===== src/rtl/mem_reader_pkg.sv =====
// Shared definitions for the GPU memory reader: FSM state encoding,
// default FIFO depth and the byte-lane helper used by the packer.
package gpu;

    typedef enum logic [1:0] {
        IDLE   = 2'd0,
        ISSUE  = 2'd1,
        DRAIN  = 2'd2,
        FINISH = 2'd3
    } mem_reader_state_e;

    localparam int MEM_READER_DEFAULT_DEPTH = 8;

    // Byte lane that the idx-th returned byte of a word occupies.
    function automatic logic [1:0] byte_lane(input logic [1:0] idx,
                                             input logic [1:0] last_idx,
                                             input logic       big_endian);
        return big_endian ? (last_idx - idx) : idx;
    endfunction

endpackage


===== src/rtl/mem_reader_if.sv =====
// Avalon-MM read-only bus as seen by the GPU's 8-bit m1 master port.
interface mem_reader_if;

    logic [31:0] address;
    logic        read;
    logic        waitrequest;
    logic [7:0]  readdata;
    logic        readdatavalid;

    modport master (
        output address,
        output read,
        input  waitrequest,
        input  readdata,
        input  readdatavalid
    );

    modport slave (
        input  address,
        input  read,
        output waitrequest,
        output readdata,
        output readdatavalid
    );

endinterface


===== src/rtl/mem_reader_sync_fifo.sv =====
// Single-clock FIFO with synchronous reset; push and pop may coincide,
// also when full. The occupancy count feeds the reader's credit check.
module sync_fifo #(
    parameter int WIDTH = 32,
    parameter int DEPTH = 8
) (
    input  logic                       clock,
    input  logic                       reset,
    input  logic                       push,
    input  logic [WIDTH-1:0]           push_data,
    input  logic                       pop,
    output logic [WIDTH-1:0]           head_data,
    output logic                       head_valid,
    output logic [$clog2(DEPTH):0]     count
);

    localparam int AW = $clog2(DEPTH);
    localparam int CW = AW + 1;

    logic [WIDTH-1:0] mem_r [DEPTH];
    logic [AW-1:0]    wr_ptr_r;
    logic [AW-1:0]    rd_ptr_r;
    logic [CW-1:0]    count_r;

    logic full_s;
    logic empty_s;
    logic do_pop_s;
    logic do_push_s;

    assign full_s    = (count_r == CW'(DEPTH));
    assign empty_s   = (count_r == {CW{1'b0}});
    assign do_pop_s  = pop && !empty_s;
    assign do_push_s = push && (!full_s || do_pop_s);

    // Storage write port; contents need no reset because the head is gated.
    always_ff @(posedge clock) begin
        if (do_push_s) begin
            mem_r[wr_ptr_r] <= push_data;
        end
    end

    // Pointer and occupancy bookkeeping.
    always_ff @(posedge clock) begin
        if (reset) begin
            wr_ptr_r <= {AW{1'b0}};
            rd_ptr_r <= {AW{1'b0}};
            count_r  <= {CW{1'b0}};
        end else begin
            if (do_push_s) begin
                wr_ptr_r <= wr_ptr_r + AW'(1);
            end else begin
                wr_ptr_r <= wr_ptr_r;
            end
            if (do_pop_s) begin
                rd_ptr_r <= rd_ptr_r + AW'(1);
            end else begin
                rd_ptr_r <= rd_ptr_r;
            end
            count_r <= count_r + CW'(do_push_s) - CW'(do_pop_s);
        end
    end

    assign head_data  = empty_s ? {WIDTH{1'b0}} : mem_r[rd_ptr_r];
    assign head_valid = !empty_s;
    assign count      = count_r;

endmodule


===== src/rtl/mem_reader.sv =====
// Avalon-MM byte read initiator that packs returned bytes into words and
// streams them out through a FIFO. Define MEM_READER_BIG_ENDIAN_EN for MSB-first packing.
module mem_reader
    import gpu::*;
#(
    parameter int WORD_BYTES = 4,
    parameter int FIFO_DEPTH = MEM_READER_DEFAULT_DEPTH
) (
    input  logic               clock,
    input  logic               reset,
    input  logic               start,
    input  logic [31:0]        base_addr,
    input  logic [31:0]        byte_count,
    output logic               busy,
    output logic               done,
    mem_reader_if.master       m1,
    output logic [31:0]        out_data,
    output logic               out_valid,
    input  logic               out_ready
);

    localparam int OW = $clog2(FIFO_DEPTH * WORD_BYTES) + 1;
    localparam int CW = $clog2(FIFO_DEPTH) + 1;
    localparam int KW = CW + 1;
    localparam logic [1:0] LAST_IDX = 2'(WORD_BYTES - 1);

    localparam logic [1:0] ST_IDLE   = IDLE;
    localparam logic [1:0] ST_ISSUE  = ISSUE;
    localparam logic [1:0] ST_DRAIN  = DRAIN;
    localparam logic [1:0] ST_FINISH = FINISH;

`ifdef MEM_READER_BIG_ENDIAN_EN
    localparam logic BIG_ENDIAN = 1'b1;
`else
    localparam logic BIG_ENDIAN = 1'b0;
`endif

    logic [1:0]    state_r;
    logic [31:0]   addr_r;
    logic [31:0]   remaining_r;
    logic [31:0]   rx_left_r;
    logic [1:0]    issue_idx_r;
    logic [1:0]    pack_idx_r;
    logic [31:0]   pack_data_r;
    logic [OW-1:0] outstanding_r;
    logic [KW-1:0] reserved_r;
    logic          m1_read_r;
    logic          busy_r;
    logic          done_r;

    logic          accept_s;
    logic          rdv_ok_s;
    logic          push_s;
    logic          pop_s;
    logic          reserve_s;
    logic          final_push_s;
    logic [KW-1:0] committed_nxt_s;
    logic [1:0]    state_nxt_s;
    logic [31:0]   addr_nxt_s;
    logic [31:0]   remaining_nxt_s;
    logic [31:0]   rx_left_nxt_s;
    logic [1:0]    issue_idx_nxt_s;
    logic          read_nxt_s;
    logic [1:0]    lane_s;
    logic [31:0]   word_s;
    logic [CW-1:0] fifo_count_s;
    logic          fifo_valid_s;
    logic [31:0]   fifo_head_s;

    assign accept_s     = m1_read_r && !m1.waitrequest;
    // Responses with nothing outstanding (e.g. left over from before a reset) are ignored.
    assign rdv_ok_s     = m1.readdatavalid && (outstanding_r != {OW{1'b0}});
    assign final_push_s = rdv_ok_s && (rx_left_r == 32'd1);
    assign push_s       = rdv_ok_s && ((pack_idx_r == LAST_IDX) || (rx_left_r == 32'd1));
    assign pop_s        = fifo_valid_s && out_ready;
    assign reserve_s    = accept_s && (issue_idx_r == 2'd0);

    // Merge the incoming byte into the word being assembled.
    always_comb begin
        lane_s = byte_lane(pack_idx_r, LAST_IDX, BIG_ENDIAN);
        word_s = 32'd0;
        for (int b = 0; b < 4; b++) begin
            word_s[8*b +: 8] = (2'(b) == lane_s) ? m1.readdata : pack_data_r[8*b +: 8];
        end
    end

    // Next-state, address/count and credit evaluation.
    always_comb begin
        state_nxt_s     = state_r;
        addr_nxt_s      = accept_s ? (addr_r + 32'd1) : addr_r;
        remaining_nxt_s = accept_s ? (remaining_r - 32'd1) : remaining_r;
        issue_idx_nxt_s = accept_s ? ((issue_idx_r == LAST_IDX) ? 2'd0 : (issue_idx_r + 2'd1))
                                   : issue_idx_r;
        rx_left_nxt_s   = (rdv_ok_s && (rx_left_r != 32'd0)) ? (rx_left_r - 32'd1) : rx_left_r;

        case (state_r)
            ST_IDLE: begin
                if (start && (byte_count != 32'd0)) begin
                    state_nxt_s     = ST_ISSUE;
                    addr_nxt_s      = base_addr;
                    remaining_nxt_s = byte_count;
                    rx_left_nxt_s   = byte_count;
                    issue_idx_nxt_s = 2'd0;
                end else if (start) begin
                    state_nxt_s = ST_FINISH;
                end else begin
                    state_nxt_s = ST_IDLE;
                end
            end
            ST_ISSUE: begin
                if (accept_s && (remaining_r == 32'd1)) begin
                    state_nxt_s = ST_DRAIN;
                end else begin
                    state_nxt_s = ST_ISSUE;
                end
            end
            ST_DRAIN: begin
                if (final_push_s || ((outstanding_r == {OW{1'b0}}) && (rx_left_r == 32'd0))) begin
                    state_nxt_s = ST_FINISH;
                end else begin
                    state_nxt_s = ST_DRAIN;
                end
            end
            ST_FINISH: begin
                state_nxt_s = ST_IDLE;
            end
            default: begin
                state_nxt_s = ST_IDLE;
            end
        endcase

        // Words held or promised next cycle; a new word may start only below FIFO_DEPTH.
        committed_nxt_s = KW'(fifo_count_s) + reserved_r + KW'(reserve_s) - KW'(pop_s);
        read_nxt_s      = (state_nxt_s == ST_ISSUE) &&
                          ((issue_idx_nxt_s != 2'd0) || (committed_nxt_s < KW'(FIFO_DEPTH)));
    end

    // Control, address and bookkeeping registers.
    always_ff @(posedge clock) begin
        if (reset) begin
            state_r       <= ST_IDLE;
            addr_r        <= 32'd0;
            remaining_r   <= 32'd0;
            rx_left_r     <= 32'd0;
            issue_idx_r   <= 2'd0;
            m1_read_r     <= 1'b0;
            busy_r        <= 1'b0;
            done_r        <= 1'b0;
            outstanding_r <= {OW{1'b0}};
            reserved_r    <= {KW{1'b0}};
        end else begin
            state_r       <= state_nxt_s;
            addr_r        <= addr_nxt_s;
            remaining_r   <= remaining_nxt_s;
            rx_left_r     <= rx_left_nxt_s;
            issue_idx_r   <= issue_idx_nxt_s;
            m1_read_r     <= read_nxt_s;
            busy_r        <= (state_nxt_s == ST_ISSUE) || (state_nxt_s == ST_DRAIN);
            done_r        <= (state_nxt_s == ST_FINISH);
            outstanding_r <= outstanding_r + OW'(accept_s) - OW'(rdv_ok_s);
            reserved_r    <= reserved_r + KW'(reserve_s) - KW'(push_s);
        end
    end

    // Packer: accumulate bytes, restart from a zeroed word after each push.
    always_ff @(posedge clock) begin
        if (reset) begin
            pack_idx_r  <= 2'd0;
            pack_data_r <= 32'd0;
        end else if (push_s) begin
            pack_idx_r  <= 2'd0;
            pack_data_r <= 32'd0;
        end else if (rdv_ok_s) begin
            pack_idx_r  <= pack_idx_r + 2'd1;
            pack_data_r <= word_s;
        end else begin
            pack_idx_r  <= pack_idx_r;
            pack_data_r <= pack_data_r;
        end
    end

    sync_fifo #(
        .WIDTH (32),
        .DEPTH (FIFO_DEPTH)
    ) u_fifo (
        .clock      (clock),
        .reset      (reset),
        .push       (push_s),
        .push_data  (word_s),
        .pop        (pop_s),
        .head_data  (fifo_head_s),
        .head_valid (fifo_valid_s),
        .count      (fifo_count_s)
    );

    assign busy       = busy_r;
    assign done       = done_r;
    assign m1.address = addr_r;
    assign m1.read    = m1_read_r;
    assign out_data   = fifo_head_s;
    assign out_valid  = fifo_valid_s;

endmodule


===== src/flat_wrapper.sv =====
// flat-port wrapper written by rule: the top's interface ports become plain ports
module mem_reader_flat import gpu::*;
#(
    parameter int WORD_BYTES = 4,
    parameter int FIFO_DEPTH = MEM_READER_DEFAULT_DEPTH
)
  (clock, reset, start, base_addr, byte_count, busy, done, out_data, out_valid, out_ready, m1_address, m1_read, m1_waitrequest, m1_readdata, m1_readdatavalid);
  mem_reader_if m1_i ();
  input  logic clock;
  input  logic reset;
  input  logic start;
  input  logic [31:0] base_addr;
  input  logic [31:0] byte_count;
  output logic busy;
  output logic done;
  output logic [31:0] out_data;
  output logic out_valid;
  input  logic out_ready;
  output wire logic [$bits(m1_i.address)-1:0] m1_address;
  output wire logic [$bits(m1_i.read)-1:0] m1_read;
  input wire logic [$bits(m1_i.waitrequest)-1:0] m1_waitrequest;
  input wire logic [$bits(m1_i.readdata)-1:0] m1_readdata;
  input wire logic [$bits(m1_i.readdatavalid)-1:0] m1_readdatavalid;
  assign m1_address = m1_i.address;
  assign m1_read = m1_i.read;
  assign m1_i.waitrequest = m1_waitrequest;
  assign m1_i.readdata = m1_readdata;
  assign m1_i.readdatavalid = m1_readdatavalid;
  mem_reader #(.WORD_BYTES(WORD_BYTES), .FIFO_DEPTH(FIFO_DEPTH)) u_core (.clock(clock), .reset(reset), .start(start), .base_addr(base_addr), .byte_count(byte_count), .busy(busy), .done(done), .m1(m1_i), .out_data(out_data), .out_valid(out_valid), .out_ready(out_ready));
endmodule

===== config.mk =====
export PLATFORM = sky130hd
export DESIGN_NAME = mem_reader_flat
export DESIGN_NICKNAME = d
export VERILOG_FILES = /design/src/rtl/mem_reader_pkg.sv /design/src/rtl/mem_reader_if.sv /design/src/rtl/mem_reader_sync_fifo.sv /design/src/rtl/mem_reader.sv /design/src/flat_wrapper.sv
export SDC_FILE = /design/constraint.sdc
export NUM_CORES = 1
export LEC_CHECK = 0
export BUFFER_PORTS_ARGS = -buffer_cell sky130_fd_sc_hd__clkbuf_2
export CAP_MARGIN = 5
export CORE_MARGIN = 2
export CORE_UTILIZATION = 40
export CTS_CLUSTER_SIZE = 24
export DETAILED_ROUTE_END_ITERATION = 8
export GPL_ROUTABILITY_DRIVEN = 1
export GPL_TIMING_DRIVEN = 0
export PLACE_DENSITY_LB_ADDON = 0.05
export REMOVE_ABC_BUFFERS = 1
export SETUP_SLACK_MARGIN = 0.5
export SYNTH_ARGS = -nofsm -noshare
export SYNTH_HDL_FRONTEND = slang
export SYNTH_SLANG_ARGS = --single-unit

===== constraint.sdc =====
create_clock -name clock -period 7.1 [get_ports clock]
set_input_delay 0.71 -clock clock [delete_from_list [all_inputs] [get_ports clock]]
set_output_delay 0.71 -clock clock [all_outputs]
set_load 0.03 [all_outputs]

==> impl_metrics.py, run 1 <==
metrics = {
    "run_status": {
        "status": "finished clean",
    },
    "global_routing": {
        "grtUsageTotal_pct": 19.0,
        "met2_usage_pct": 32.4,
        "use_met3_pct": 3.51,
        "grt_max_degree": 56,
        "grt_overflow": 0,
        "grt-busiest-layer": "met2",
        "antenna_found_initial": 0,
        "grt_pass1_vias": 12200,
        "use_met1_pct": 25.0,
        "grt_pass1_wl_um": 70000,
    },
    "synthesis": {
        "synth_area_leaders": "edfxtp_1, dfxtp_1, mux4_2, ha_1, nor2_1",
        "synth_area_per_cell_um2": 12.8,
        "synth_common_cells": "edfxtp_1, dfxtp_1, nor2_1",
        "synth_top_cell_area_share_pct": 41.6,
        "synth_async_sr_flop_share_pct": 0,
        "synth_cell_types": 68,
        "ys.flop_type": "edfxtp_1",
        "synth_edf_count": 256,
        "yosysMostFrequentCell": "edfxtp_1",
        "ys_ff_latch": 417,
        "syn_inst": 1442,
        "synthesis.area_mm2": 0.0185,
        "synth_top_area_cell": "edfxtp_1",
        "yosysWarnings": 0,
        "ys_seq_area_share_pct": 59.1,
    },
    "timing": {
        "hold_viol": 0,
        "fin_crit_ns": 4.45,
        "fin_tns_setup_ns": 0,
        "worst_slew_pin_slew_ns": 0.957,
        "skew_ns": 0.0212,
        "drv_slew": 0,
        "timing.fmax_ghz": 0.225,
        "relSlewSlack_pct": 35.7,
        "setup_viol_count_final": 0,
        "rsz0062_at_grt": "false",
        "finalCritPeriodShare_pct": 62.7,
    },
    "floorplan": {
        "die_y_um": 219,
        "ios": 146,
        "initial_core_util_pct": 40.6,
        "floorplan.rows": 78,
        "die_x_um": 219,
        "fp.dieArea_mm2": 0.0479,
        "core_mm2": 0.0455,
    },
    "place": {
        "dp.cells": 2170,
        "portBuffers": 145,
        "gp_congestion": 0.753,
        "dp_hpwl_um": 30800,
    },
    "drt": {
        "wl_per_cell_um": 19.7,
        "ant_nets": 0,
        "first_iter_violations": 744,
        "firstDrtPassIters": 4,
        "avgViaCountPerCell": 5.30,
        "routed_wl_um": 44400,
        "drc": 0,
        "vias": 12000,
    },
    "power_and_ir_drop": {
        "p_leak_nw": 7.60,
        "powerDensity_mw_per_mm2": 331,
        "ir_drop_v": 0.000184,
    },
    "cts": {
        "cts_tree": "done",
        "cts-hold-fix-buffers": 0,
        "cts_setup_buffers": 0,
        "post_cts_resized": 0,
        "cts.sinks": 417,
        "worstSkewPairLatency_ns": 0.58,
        "cts-root-buf": "clkbuf_16",
        "cts.htree.levels": 2,
        "numCtsBuffers": 47,
        "clk_pin_slew_ns": 0.06,
        "clk_path_buf_depth": 3,
    },
    "worst_setup_path": {
        "rrSetupSlack_ns": 2.65,
        "start_kind": "flop",
        "setup.worst_path.start": "u_core.outstanding_r[4]$_SDFF_PP0_",
        "cp.required_ns": 7.37,
        "worst_ep_arrival_time_ns": 4.73,
        "path_max_fanout": 36,
        "end_kind": "flop",
        "worstReg2RegStart": "u_core.outstanding_r[4]$_SDFF_PP0_",
        "worstSetupPathType": "flop to flop",
    },
    "worst_hold_path": {
        "hold_class": "primary input to flop",
        "worstHoldStart": "base_addr[8]",
    },
    "cells_and_area": {
        "final_cells": 2257,
        "synthToLayoutAreaGrowth_pct": 18.6,
        "diodes": 0,
        "drive_gt1_share_pct": 24.5,
        "nets": 1744,
    },
    "run": {
        "maxCapViolations": 0,
    },
}
-- final timing paths --
| check | to | depth (start not counted) |
|---|---|---|
| setup / recovery | u_core.u_fifo.mem_r[6][17]$_DFFE_PP_ | 13 |
| hold / removal | u_core.m1.address[8]$_SDFF_PP0_ | 3 |
| setup reg to reg | u_core.u_fifo.mem_r[6][17]$_DFFE_PP_ | 13 |
| hold reg to reg | u_core.pack_data_r[20]$_SDFFE_PP0P_ | 2 |
-- logic make-up after synthesis --
family	share of synthesized area, %
simple gates	11.4
compound gates	8.28
mux	11.7
flops	59.1
buf+inv	2.91
xor+xnor	3.37
fa+ha+maj	3.24
-- layout make-up --
type / count / area (um^2)
clock buffer: 67 / 1310
clock inverter: 19 / 185
fill: 4200 / 23600
inverter: 54 / 203
multi-input combinational: 889 / 7080
sequential: 417 / 10900
tap: 600 / 751
timing repair buffer: 211 / 1440
-- placed cells by master (no fill, tap or decap), types with 6 or more instances in the layout --
cell       instances
clkbuf_8           6
inv_1             52
or4_1             23
xnor2_1           34
or3_1             15
clkbuf_2         145
nand3_1           26
and4_1             9
nand2_1           93
and2_1             6
dfxtp_1          158
a31oi_1           25
nor4_1            16
buf_4             37
mux2i_1           34
clkinv_1           8
o31ai_1           17
mux4_2            64
o21bai_1          31
buf_6             17
mux2_2            34
xor2_1            37
nor3_1            24
nand4_1           19
ha_1              43
clkbuf_1          14
nor2_1           118
a211oi_1          31
o21ai_0           14
clkbuf_16         47
a21oi_1           83
edfxtp_1         256
or2_2              7
nand3b_1           7
nor2b_1           11
-- per-layer routing --
metal  vias to the layer above  part of all wire, %
met3                        63                  3.8
met1                      5891                   45
met4                         0                  2.1
met5                         -                    0
li1                       5806                    -
met2                       197                   49
-- power by group --
| group | internal [mW] | switching (mW) |
|---|---|---|
| Clock | 1.39 | 0.957 |
| Sequential | 2.78 | 0.151 |
| Combinational | 0.796 | 1.17 |
-- per-stage QoR --
stage / utilization [%] / total power, mW / hold slack [ns] / setup WS (ns) / instance area (um^2)
after floorplan: - / 4.38 / 0.434 / -0.206 / 18100
after global placement: 43.1 / 4.97 / 0.438 / -4.85 / 19600
after detailed placement: 44.8 / 4.99 / 0.445 / 2.52 / 20400
after CTS: 48.1 / 7.38 / 0.351 / 2.53 / 21900
after global routing: 48.1 / 7.67 / 0.363 / 2.24 / 21900
final: 48.1 / 7.25 / 0.383 / 2.65 / 21900
-- state kept, by name, summed over array words and instances (netlist names), 2 cells and up, named ones only --
signal and count:
u_core.pack_data_r 32, u_core.u_fifo.mem_r 256, u_core.u_fifo.count 4, u_core.lane_s 2, u_core.issue_idx_r 2, u_core.rx_left_r 32, u_core.u_fifo.rd_ptr_r 3, u_core.u_fifo.wr_ptr_r 3
u_core.reserved_r 5, u_core.state_r 2, u_core.outstanding_r 6, u_core.remaining_r 32, u_core.m1.address 32
-- critical path, cell delays in order (launching register included) --
cell and delay (ns):
dfxtp_1 0.31, inv_1 0.05, ha_1 0.23, nand4bb_1 0.24
nand2_2 0.41, buf_16 0.31, inv_2 0.56, nand2_1 0.23
nor2_1 0.22, inv_2 0.15, nor4b_2 0.77, buf_4 0.30
buf_4 0.17, buf_4 0.18
No activity file was read; power rests on OpenSTA's default activity.
==> run 2: changes to the inputs <==
- clock period: 7.1 -> 4.2 ns (I/O delays scaled with it)
==> impl_metrics.py, run 2 (synthesis gave the netlist of run 1 again) <==
metrics = {
    "worst_setup_path": {
        "worstReg2RegStart": "u_core.rx_left_r[22]$_SDFF_PP0_",
        "rrSetupSlack_ns": 0.71,
        "path_max_fanout": 10,
        "r2r_cells": 10,
        "cp.required_ns": 4.49,
        "start_kind": "flop",
        "worst_ep_arrival_time_ns": 3.78,
        "r2r_end": "u_core.u_fifo.mem_r[1][23]$_DFFE_PP_",
        "end_kind": "flop",
        "worstSetupPathType": "flop to flop",
    },
    "place": {
        "post-place-ws_ns": -0.377,
        "portBuffers": 145,
        "dp_hpwl_um": 30800,
        "dp.cells": 2170,
        "gp_congestion": 0.753,
    },
    "cells_and_area": {
        "mostFrequentLayoutCell": "edfxtp_1",
        "nets": 1749,
        "final_cells": 2262,
        "diodes": 0,
        "drive_gt1_share_pct": 24.8,
        "finish.utilization_pct": 48.4,
        "largest_reg_flops": 256,
        "top_register": "u_core.u_fifo.mem_r",
        "final_cell_mix": "edfxtp_1, dfxtp_1, clkbuf_2, nor2_1, nand2_1",
        "synthToLayoutAreaGrowth_pct": 19.2,
    },
    "drt": {
        "ant_nets": 0,
        "routed_wl_um": 44500,
        "firstDrtPassIters": 5,
        "wl_per_cell_um": 19.7,
        "drc": 0,
        "first_iter_violations": 707,
        "avgViaCountPerCell": 5.30,
        "vias": 12000,
    },
    "timing": {
        "setup_viol_count_final": 0,
        "fin_crit_ns": 3.49,
        "timing.fmax_ghz": 0.287,
        "holdWs_ns": 0.0917,
        "worst_slew_pin_slew_ns": 0.716,
        "hold_viol": 0,
        "setup_ws_ns": 0.711,
        "finalCritPeriodShare_pct": 83.1,
        "drv_slew": 0,
        "rsz0062_at_grt": "false",
        "relSlewSlack_pct": 51.9,
        "skew_ns": 0.0214,
    },
    "worst_hold_path": {
        "whs_endpoint": "u_core.m1.address[8]$_SDFF_PP0_",
        "min_path_cells": 3,
        "hold_class": "primary input to flop",
        "worstHoldStart": "base_addr[8]",
    },
    "global_routing": {
        "grt_pass1_wl_um": 70100,
        "grt_overflow": 0,
        "grt_pass1_vias": 12200,
        "antenna_found_initial": 0,
        "grt_max_degree": 56,
        "grtUsageTotal_pct": 19.0,
    },
    "floorplan": {
        "die_x_um": 219,
        "core_mm2": 0.0455,
        "floorplan.rows": 78,
        "fp.dieArea_mm2": 0.0479,
        "initial_core_util_pct": 40.6,
        "die_y_um": 219,
        "ios": 146,
    },
    "run_status": {
        "status": "finished clean",
    },
    "cts": {
        "worstSkewPairLatency_ns": 0.58,
        "clk_pin_slew_ns": 0.06,
        "clk_path_buf_depth": 3,
        "cts.sinks": 417,
        "cts-root-buf": "clkbuf_16",
        "cts_tree": "done",
        "numCtsBuffers": 47,
        "cts.htree.levels": 2,
        "cts-hold-fix-buffers": 0,
    },
    "power_and_ir_drop": {
        "p_comb_share_pct": 27.3,
        "seqPwrFrac_pct": 40.4,
        "power_switching_mw": 3.86,
        "p_leak_nw": 7.65,
        "ir_drop_v": 0.000311,
        "total_power_mw": 12.3,
        "swShare_pct": 31.4,
        "power.share.clock_pct": 32.3,
        "powerDensity_mw_per_mm2": 558,
        "p_int_mw": 8.42,
    },
    "run": {
        "maxCapViolations": 0,
    },
}
## run 2: cell types whose count changed in the layout (fill, tap and decap cells not counted), moves of 2 or more
cell	before	now
nor4b_2	3	1
nor3_2	3	0
nor3_4	1	4
nor4b_4	0	2
buf_4	37	42
## run 2: metal layers
layer	track usage [%]	wire, um	vias to the layer above
met5	0	0	-
met4	4.93	925	0
met3	3.51	1840	64
met2	32.5	21900	218
met1	25.0	19800	5898
li1	-	-	5815
## run 2: cell type report
cell class,instances,area [um^2]
tap,600,751
clock inverter,19,185
fill,4193,23500
clock buffer,67,1310
multi-input combinational,889,7150
timing repair buffer,216,1480
inverter,54,210
sequential,417,10900
## run 2: timing repair
| action | in CTS | in global routing |
|---|---|---|
| setup buffers | 1 | 4 |
| setup endpoints to repair | 248 | 67 |
| resized for setup | 7 | 5 |
| pin swaps | 0 | 3 |
## run 2: worst max-delay path by stage
stage                                             startpoint                                    to  slack [ns]  cells past startpoint
after floorplan                               byte_count[16]        u_core.rx_left_r[3]$_SDFF_PP0_       -2.82                      5
after global placement    u_core.outstanding_r[2]$_SDFF_PP0_   u_core.u_fifo.mem_r[1][7]$_DFFE_PP_       -7.75                      9
final                        u_core.rx_left_r[22]$_SDFF_PP0_  u_core.u_fifo.mem_r[1][23]$_DFFE_PP_        0.71                     10
after detailed placement  u_core.outstanding_r[3]$_SDFF_PP0_   u_core.u_fifo.mem_r[6][7]$_DFFE_PP_       -0.38                     13
after global routing         u_core.rx_left_r[22]$_SDFF_PP0_  u_core.u_fifo.mem_r[1][23]$_DFFE_PP_        0.51                     10
after CTS                 u_core.outstanding_r[2]$_SDFF_PP0_   u_core.u_fifo.mem_r[3][2]$_DFFE_PP_        0.55                     12
## run 2: power by group through the flow
| stage | clock network (mW) | registers (mW) | logic (mW) |
|---|---|---|---|
| final | 3.97 | 4.96 | 3.35 |
| after global routing | 4.28 | 5.01 | 3.71 |
| after CTS | 4.11 | 4.97 | 3.41 |
| after detailed placement | 0 | 5.06 | 3.38 |
| after global placement | 0 | 5.22 | 3.18 |
| after floorplan | 0 | 5.13 | 2.27 |
## run 2: metrics by stage
stage | instance area, um^2 | TNS, ns
3_5_place_dp | 20400 | -5.78
6_report | 22000 | 0
2_1_floorplan | 18100 | -594.61
5_1_grt | 22000 | 0
4_1_cts | 21900 | 0
3_3_place_gp | 19600 | -2319.67
## run 2: critical path, stage by stage (launching register included)
cell and delay, ns:
dfxtp_1 0.35, or4_1 0.68, nor3_4 0.41, a41oi_4 0.25, nor2_1 0.23, inv_2 0.19
nor4b_4 0.38, buf_4 0.23, buf_6 0.15, buf_4 0.16, buf_4 0.16
==> run 3: changes to the inputs <==
- clock period: 4.2 -> 3.05 ns (I/O delays scaled with it)
==> impl_metrics.py, run 3 (synthesis gave the netlist of run 1 again) <==
metrics = {
    "worst_setup_path": {
        "max_stage_delay_ns": 0.58,
        "cp_slowest_cell": "or4_4",
        "worst_ep_arrival_time_ns": 3.23,
        "r2r_cells": 12,
        "worstReg2RegStart": "u_core.rx_left_r[24]$_SDFF_PP0_",
        "start_kind": "flop",
        "rrSetupSlack_ns": 0.11,
        "cp_common_cell": "buf_6",
        "r2r_end": "u_core.u_fifo.mem_r[6][17]$_DFFE_PP_",
        "worstSetupPathType": "flop to flop",
        "cp.required_ns": 3.34,
        "cp_cell_sequence": "or4_4 > nor3_4 > a41oi_4 > nor2_4 > buf_6 > buf_6 > inv_8 > nor4b_4 > buf_4 > buf_6 > buf_6 > buf_8",
        "path_max_fanout": 7,
        "end_kind": "flop",
    },
    "worst_hold_path": {
        "min_path_cells": 3,
        "worstHoldStart": "base_addr[5]",
        "hold_class": "primary input to flop",
        "whs_endpoint": "u_core.m1.address[5]$_SDFF_PP0_",
    },
    "cells_and_area": {
        "mostFrequentLayoutCell": "edfxtp_1",
        "final_cells": 2405,
        "largest_reg_flops": 256,
        "diodes": 0,
        "top_register": "u_core.u_fifo.mem_r",
        "nets": 1892,
        "drive_gt1_share_pct": 33.3,
        "synthToLayoutAreaGrowth_pct": 32.6,
        "final_cell_mix": "edfxtp_1, dfxtp_1, nor2_1, clkbuf_2, nand2_1",
    },
    "floorplan": {
        "die_x_um": 219,
        "ios": 146,
        "fp.dieArea_mm2": 0.0479,
        "initial_core_util_pct": 40.6,
        "core_mm2": 0.0455,
        "floorplan.rows": 78,
        "die_y_um": 219,
    },
    "drt": {
        "firstDrtPassIters": 6,
        "drc": 0,
        "vias": 12700,
        "routed_wl_um": 50100,
        "wl_per_cell_um": 20.8,
        "ant_nets": 0,
        "first_iter_violations": 807,
        "avgViaCountPerCell": 5.30,
    },
    "timing": {
        "fin_tns_setup_ns": 0,
        "setup_viol_count_final": 0,
        "fin_crit_ns": 2.94,
        "hold_viol": 0,
        "worst_slew_pin_slew_ns": 0.727,
        "drv_slew": 0,
        "skew_ns": 0.0194,
        "relSlewSlack_pct": 51.1,
        "finalCritPeriodShare_pct": 96.5,
        "rsz0062_at_grt": "true",
        "timing.fmax_ghz": 0.340,
    },
    "global_routing": {
        "grt_pass1_vias": 12900,
        "grt_pass1_wl_um": 76100,
        "grt_max_degree": 56,
        "use_met1_pct": 26.8,
        "antenna_found_initial": 0,
        "grtUsageTotal_pct": 21.0,
        "met2_usage_pct": 36.5,
        "grt_overflow": 0,
        "use_met3_pct": 3.58,
        "grt-busiest-layer": "met2",
    },
    "power_and_ir_drop": {
        "power.share.clock_pct": 29.6,
        "power_switching_mw": 5.92,
        "powerDensity_mw_per_mm2": 760,
        "p_leak_nw": 8.66,
        "ir_drop_v": 0.000561,
        "swShare_pct": 31.8,
        "p_int_mw": 12.7,
        "seqPwrFrac_pct": 36.3,
        "p_comb_share_pct": 34.2,
    },
    "place": {
        "dp.cells": 2170,
        "gp_congestion": 0.753,
        "portBuffers": 145,
        "dp_hpwl_um": 30800,
    },
    "cts": {
        "cts.htree.levels": 2,
        "cts-root-buf": "clkbuf_16",
        "numCtsBuffers": 47,
        "clk_pin_slew_ns": 0.06,
        "cts.sinks": 417,
        "worstSkewPairLatency_ns": 0.58,
        "cts_tree": "done",
        "clk_path_buf_depth": 3,
    },
    "run_status": {
        "status": "finished clean",
    },
    "run": {
        "maxCapViolations": 0,
    },
}
run 3: cell types whose count changed in the layout (fill, tap and decap cells not counted), moves of 21 or more:
cell,previous run,this run
clkbuf_2,145,112
dlygate4sd3_1,0,22
buf_12,2,23
buf_8,4,30
buf_6,17,68
buf_4,42,78
run 3: worst max path at each step:
stage | endpoint | slack (ns) | from
after CTS | u_core.reserved_r[4]$_SDFF_PP0_ | 0.09 | u_core.rx_left_r[19]$_SDFF_PP0_
after detailed placement | u_core.u_fifo.mem_r[6][7]$_DFFE_PP_ | -1.53 | u_core.outstanding_r[3]$_SDFF_PP0_
final | u_core.u_fifo.mem_r[6][17]$_DFFE_PP_ | 0.11 | u_core.rx_left_r[24]$_SDFF_PP0_
after global placement | u_core.u_fifo.mem_r[1][7]$_DFFE_PP_ | -8.90 | u_core.outstanding_r[2]$_SDFF_PP0_
after global routing | u_core.u_fifo.mem_r[6][17]$_DFFE_PP_ | -0.01 | u_core.rx_left_r[24]$_SDFF_PP0_
after floorplan | u_core.rx_left_r[3]$_SDFF_PP0_ | -3.85 | byte_count[16]
run 3: per-stage QoR:
| stage | cell area, um^2 | worst slack [ns] | power (mW) | utilization [%] | hold slack (ns) |
|---|---|---|---|---|---|
| after floorplan | 18100 | -3.85 | 10.2 | - | 0.372 |
| after global placement | 19600 | -8.90 | 11.5 | 43.1 | 0.438 |
| after detailed placement | 20400 | -1.53 | 11.6 | 44.8 | 0.445 |
| after CTS | 23800 | 0.0863 | 18.5 | 52.4 | 0.00105 |
| after global routing | 24500 | -0.00965 | 19.6 | 53.8 | 0.00706 |
| final | 24500 | 0.106 | 18.6 | 53.8 | 0.0317 |
run 3: repair_timing:
item,4_1_cts,5_1_grt
hold buffers,22,0
resized for setup,181,142
setup buffers,83,31
endpoints found under the setup margin,335,314
hold endpoints to repair,22,0
pin swaps,37,29
cloned,13,0
run 3: power groups by stage:
stage | sequential, mW | combinational (mW) | clock (mW)
6_report | 6.75 | 6.36 | 5.50
3_3_place_gp | 7.16 | 4.30 | 0
2_1_floorplan | 7.06 | 3.13 | 0
4_1_cts | 6.74 | 6.07 | 5.66
3_5_place_dp | 6.96 | 4.66 | 0
5_1_grt | 6.79 | 6.87 | 5.89
run 3: area by class of cell:
type | count | area (um^2)
timing repair buffer | 356 | 3560
sequential | 417 | 10900
tap | 600 | 751
multi-input combinational | 890 | 7490
timing repair inverter | 2 | 20.0
clock inverter | 19 | 185
inverter | 54 | 243
fill | 3929 | 21000
clock buffer | 67 | 1310
run 3: layer usage:
metal | share of wire (%) | wire [um]
met1 | 43 | 21500
met2 | 50 | 25100
met3 | 4.0 | 2000
met4 | 2.8 | 1400
met5 | 0 | 0
run 3: critical path: cells and delay by family (launching register included):
family / cells / cell delay [ns]
and+or+nand+nor: 4 / 1.34
DFF: 1 / 0.33
buffers and inverters: 7 / 0.78
AOI/OAI and AO/OA: 1 / 0.21
